==> config.mk <==
export PLATFORM = sky130hd
export DESIGN_NAME = engine_sample_scheduler
export DESIGN_NICKNAME = d
export VERILOG_FILES = /design/src/rtl/engine_sample_scheduler.sv
export SDC_FILE = /design/constraint.sdc
export NUM_CORES = 1
export LEC_CHECK = 0
export ABC_AREA = 1
export CAP_MARGIN = 20
export CORE_MARGIN = 1
export CORE_UTILIZATION = 53
export CTS_BUF_LIST = sky130_fd_sc_hd__clkbuf_8
export DETAILED_ROUTE_END_ITERATION = 8
export HOLD_SLACK_MARGIN = 0.06
export MAX_ROUTING_LAYER = met4
export PLACE_DENSITY = 0.86
export SLEW_MARGIN = 40
export SYNTH_ARGS = -nofsm -noshare
export SYNTH_HDL_FRONTEND = slang
export SYNTH_SLANG_ARGS = --single-unit
==> constraint.sdc <==
create_clock -name clk -period 3.6 [get_ports clk]
set_input_delay 0.72 -clock clk [delete_from_list [all_inputs] [get_ports clk]]
set_output_delay 0.72 -clock clk [all_outputs]
set_load 0.03 [all_outputs]
==> src/rtl/engine_sample_scheduler.sv <==
// Sample scheduler between an I2S receive/transmit path and a processing engine.
// Synchronizes rx_valid, launches the engine once per sample, and commits or bypasses on timeout.
module engine_sample_scheduler #(
  parameter int unsigned sample_size    = 16,
  parameter int unsigned timeout_cycles = 4096
) (
  input  logic                   clk,
  input  logic                   reset_n,
  input  logic                   rx_valid,
  input  logic [sample_size-1:0] rx_sample,
  input  logic                   engine_ready,
  input  logic [sample_size-1:0] engine_out,
  input  logic                   clear_status,
  output logic                   tick,
  output logic [sample_size-1:0] engine_in,
  output logic [sample_size-1:0] tx_sample,
  output logic                   busy,
  output logic                   overrun,
  output logic [7:0]             overrun_count,
  output logic                   timeout
);

  localparam int unsigned cnt_w = $clog2(timeout_cycles) + 1;
  localparam logic [cnt_w-1:0] last_cnt = cnt_w'(timeout_cycles - 1);

  localparam logic [1:0] IDLE   = 2'd0;
  localparam logic [1:0] LAUNCH = 2'd1;
  localparam logic [1:0] RUN    = 2'd2;
  localparam logic [1:0] COMMIT = 2'd3;

  logic [1:0]       state;
  logic             rx_sync1;
  logic             rx_sync2;
  logic             rx_edge;
  logic [cnt_w-1:0] run_cnt;

  logic rx_event;
  logic drop_event;
  logic ready_seen;
  logic run_expired;
  logic timeout_fire;

  // The first RUN cycle has run_cnt == 0; engine_ready is not trusted there.
  always_comb begin
    rx_event     = rx_sync2 & ~rx_edge;
    drop_event   = rx_event & (state != IDLE);
    ready_seen   = engine_ready & (run_cnt != '0);
    run_expired  = (run_cnt == last_cnt) & ~ready_seen;
    timeout_fire = (state == RUN) & run_expired;
    busy         = (state != IDLE);
  end

  always_ff @(posedge clk) begin
    if (!reset_n) begin
      state     <= IDLE;
      rx_sync1  <= 1'b0;
      rx_sync2  <= 1'b0;
      rx_edge   <= 1'b0;
      run_cnt   <= '0;
      tick      <= 1'b0;
      engine_in <= '0;
      tx_sample <= '0;
    end else begin
      rx_sync1 <= rx_valid;
      rx_sync2 <= rx_sync1;
      rx_edge  <= rx_sync2;
      tick     <= 1'b0;
      case (state)
        IDLE: begin
          if (rx_event) begin
            engine_in <= rx_sample;
            tick      <= 1'b1;
            state     <= LAUNCH;
          end
        end
        LAUNCH: begin
          run_cnt <= '0;
          state   <= RUN;
        end
        RUN: begin
          // Leaving at last_cnt keeps the counter from ever wrapping.
          if (ready_seen) begin
            state <= COMMIT;
          end else if (run_expired) begin
            tx_sample <= engine_in;
            state     <= IDLE;
          end else begin
            run_cnt <= run_cnt + cnt_w'(1);
          end
        end
        COMMIT: begin
          tx_sample <= engine_out;
          state     <= IDLE;
        end
        default: state <= IDLE;
      endcase
    end
  end

  // A drop or timeout in the same cycle as clear_status survives the clear.
  always_ff @(posedge clk) begin
    if (!reset_n) begin
      overrun       <= 1'b0;
      overrun_count <= '0;
      timeout       <= 1'b0;
    end else begin
      if (drop_event) begin
        overrun <= 1'b1;
      end else if (clear_status) begin
        overrun <= 1'b0;
      end

      if (clear_status) begin
        overrun_count <= drop_event ? 8'd1 : 8'd0;
      end else if (drop_event && (overrun_count != 8'hFF)) begin
        overrun_count <= overrun_count + 8'd1;
      end

      if (timeout_fire) begin
        timeout <= 1'b1;
      end else if (clear_status) begin
        timeout <= 1'b0;
      end
    end
  end

endmodule

==> summary.md <==
| Metric | Value |
|---|---|
| Yosys reg bits | `61` |
| Antenna violations before repair | `0` |
| Setup TNS | `0 ps` |
| Maximum VDD drop | `0.241 mV` |
| Cell taking the most area after synthesis | `dfxtp_1` |
| Die Wd | `77.4 µm` |
| Combinational share of power | `13.9%` |
| Psw | `381 µW` |
| Worst Slack Setup Final | `1180 ps` |
| Final hold violation count | `0` |
| Fmax | `414 MHz` |
| Hold Path Depth | `2` |
| Cell Area, Synth | `3010 µm²` |
| Reg2Reg Setup Slack | `1550 ps` |
| Vias in the first global route | `2879` |
| Diode count | `0` |
| Vias | `2981` |
| Sequential area share after synthesis | `40.5%` |
| Routed len/inst | `12.3 µm` |
| Internal power | `1050 µW` |
| Post-synth ARST share | `0%` |
| CP cell instances | `or2_4 > clkdlybuf4s50_1` |
| Share of the synthesized area in the top cell type | `40.5%` |
| Critical Path AT | `1700 ps` |
| Flop pwr share | `49.7%` |
| Synth area leaders | `dfxtp_1, nor2_1, nand2_1` |
| DP Worst Slack | `1430 ps` |
| Cell variety after synth | `33` |
| Worst setup path category | `flip-flop to primary output` |
| Worst Path Max Fanout | `4` |
| Total of max-cap violations | `0` |
| Critical path's largest stage delay | `670 ps` |
| # port buffers | `80` |
| Aggregate global-route resource usage | `26.6%` |
| Leakage dissipation | `0.00167 µW` |
| DRC | `0` |
| Top cells by count, synth | `nor2_1, nand2_1, dfxtp_1, inv_1, nand3_1` |
| Post-CTS Setup Bufs | `0` |
| Final worst-path cycle share | `67.1%` |
| Switching part of the total power | `26.6%` |
| Routability congestion estimate | `0.898` |
| CTS max path bufs | `2` |
| CTS tree | `built` |
| Final setup violation count | `0` |
| Layout cells sized above 1 | `10.6%` |
| Grt total ovfl | `0` |
| RSZ-0062 raised after global routing | `no` |
| Measured slew at the worst slew-check pin | `692 ps` |
| Worst Hold End | `rx_sync2` |
| Worst Clk Skew | `8.95 ps` |
| Drt pass-1 iters | `5` |
| Ports | `81` |
| Non-Filler Instances | `581` |
| Die area | `5990 µm²` |
| Fillers | `430` |
| Reg2Reg Depth | `8` |
| Outcome | `finished, final reports clean` |
| Initial Utilization | `54.7%` |
| First-pass GRT wire length | `12300 µm` |
| Worst skew pair latency | `340 ps` |
| Utilization after layout | `72.3%` |
| Post-synth EDFFs | `0` |
| WL final | `7140 µm` |
| CP top delay family | `buffers and inverters` |
| Slew Limit Fails | `0` |
| CTS Buf Count | `9` |
| Hpwl dp | `4910 µm` |
| Clk slew on worst S/H paths | `70 ps` |
| Clk root buf | `clkbuf_8` |
| Final min period | `2420 ps` |
| Buf/Inv on CP | `1` |
| Synth Flop Type | `dfxtp_1` |
| Syn_nets | `466` |
| # rows | `27` |
| Number of routed nets with antenna violations | `0` |
| Overall die height | `77.4 µm` |
| Crit path required time | `2880 ps` |
| CP Launch Type | `flip-flop` |
| Relative max-transition margin | `53.7%` |
| Worst r2r src | `run_cnt[0]` |
| Syn Inst Count | `426` |
| Via density per instance | `5.13` |
| Inst Count DP | `565` |
| CP endpoint kind | `primary output` |
| Ys Warns | `0` |
| Post-CTS Resized | `0` |
| PD cells | `359 nW/µm²` |
| Synthesized area per cell | `7.08 µm²` |
| Largest net degree at the start of global routing | `46` |
| Hold path start | `rx_sync1` |
| Slowest CP cell | `clkdlybuf4s50_1` |
| Nets | `544` |
| Core area | `5510 µm²` |
| Clock sinks | `61` |
| Top-count cell post-synth | `nor2_1` |
| Clock power frac | `36.4%` |
| RR Endpoint | `run_cnt[11]` |
| Post-CTS Hold Fix Bufs | `0` |
| H-tree depth | `3` |
| Class of the worst hold path | `flip-flop to flip-flop` |
| Initial DRC count | `149` |
| Area Growth Syn to Fin | `32.1%` |
[cells by family after synthesis]
group | count (synthesis) | synth area share, %
buf+inv | 61 | 9.30
mux | 16 | 5.98
compound gates | 47 | 8.01
flops | 61 | 40.5
fa+ha+maj | 3 | 1.25
xor+xnor | 2 | 0.581
simple gates | 236 | 34.4
[power by group through the flow]
stage	Sequential (µW)	Combinational (µW)	Clock, µW
2_1_floorplan	759	74.9	0
3_3_place_gp	724	194	0
3_5_place_dp	725	198	0
4_1_cts	710	199	530
5_1_grt	712	217	556
6_report	711	198	521
[per-stage QoR]
stage / hold slack [ps] / cell area (µm²) / power [µW]
6_report: 424 / 3980 / 1430
3_3_place_gp: 396 / 3810 / 919
3_5_place_dp: 412 / 3810 / 923
5_1_grt: 440 / 3980 / 1490
2_1_floorplan: 390 / 3010 / 834
4_1_cts: 428 / 3980 / 1440
[registers in the layout (all words and copies together), names as in the netlist]
signal,flops
overrun_count,8
state,2
tick,1
rx_sync1,1
overrun,1
run_cnt,13
engine_in,16
rx_sync2,1
timeout,1
rx_edge,1
tx_sample,16
[tightest hold or removal path: stages, from the launching register on]
cell and delay (ps):
dfxtp_1 310, nand2_1 50, inv_1 40
[cell type report]
cell class,instances,area (µm²),area share [%]
repair buffers,82,816,20.5
inverters,46,173,4.34
clock buffers,10,138,3.46
multi-input cells,304,1510,38.0
well taps,72,90.1,2.26
flip-flops and latches,61,1220,30.7
clock inverters,6,31.3,0.786
[worst max-delay path by stage]
stage | from | endpoint | slack [ps] | cells past startpoint
after floorplan | run_cnt[0] | tx_sample[10] | 2030 | 9
after global routing | state[0] | busy | 1160 | 2
after global placement | engine_ready | run_cnt[11] | 1480 | 6
after CTS | state[0] | busy | 1170 | 2
final | state[0] | busy | 1180 | 2
after detailed placement | engine_ready | run_cnt[10] | 1430 | 6
[placed cells by master, fill, tap and decap left out, drive strengths merged, types with 9 or more instances in the layout]
| cell | synthesis | final |
|---|---|---|
| nand2 | 93 | 93 |
| a21oi | 20 | 20 |
| nand3 | 25 | 25 |
| nor2 | 98 | 98 |
| mux2 | 16 | 16 |
| o21ai | 26 | 26 |
| nor3 | 9 | 9 |
| inv | 46 | 48 |
| clkbuf | 3 | 10 |
| clkdlybuf4s50 | 0 | 80 |
| dfxtp | 61 | 61 |
[metal layers]
metal	wire, µm	global-route usage [%]	part of all wire (%)	up-vias
met5	0	-	0	-
met4	154	12.3	2.2	0
met3	647	7.65	9.1	21
met2	3310	43.5	46	113
met1	3030	29.9	42	1348
li1	-	-	-	1499
Power figures use the tool's default switching activity.
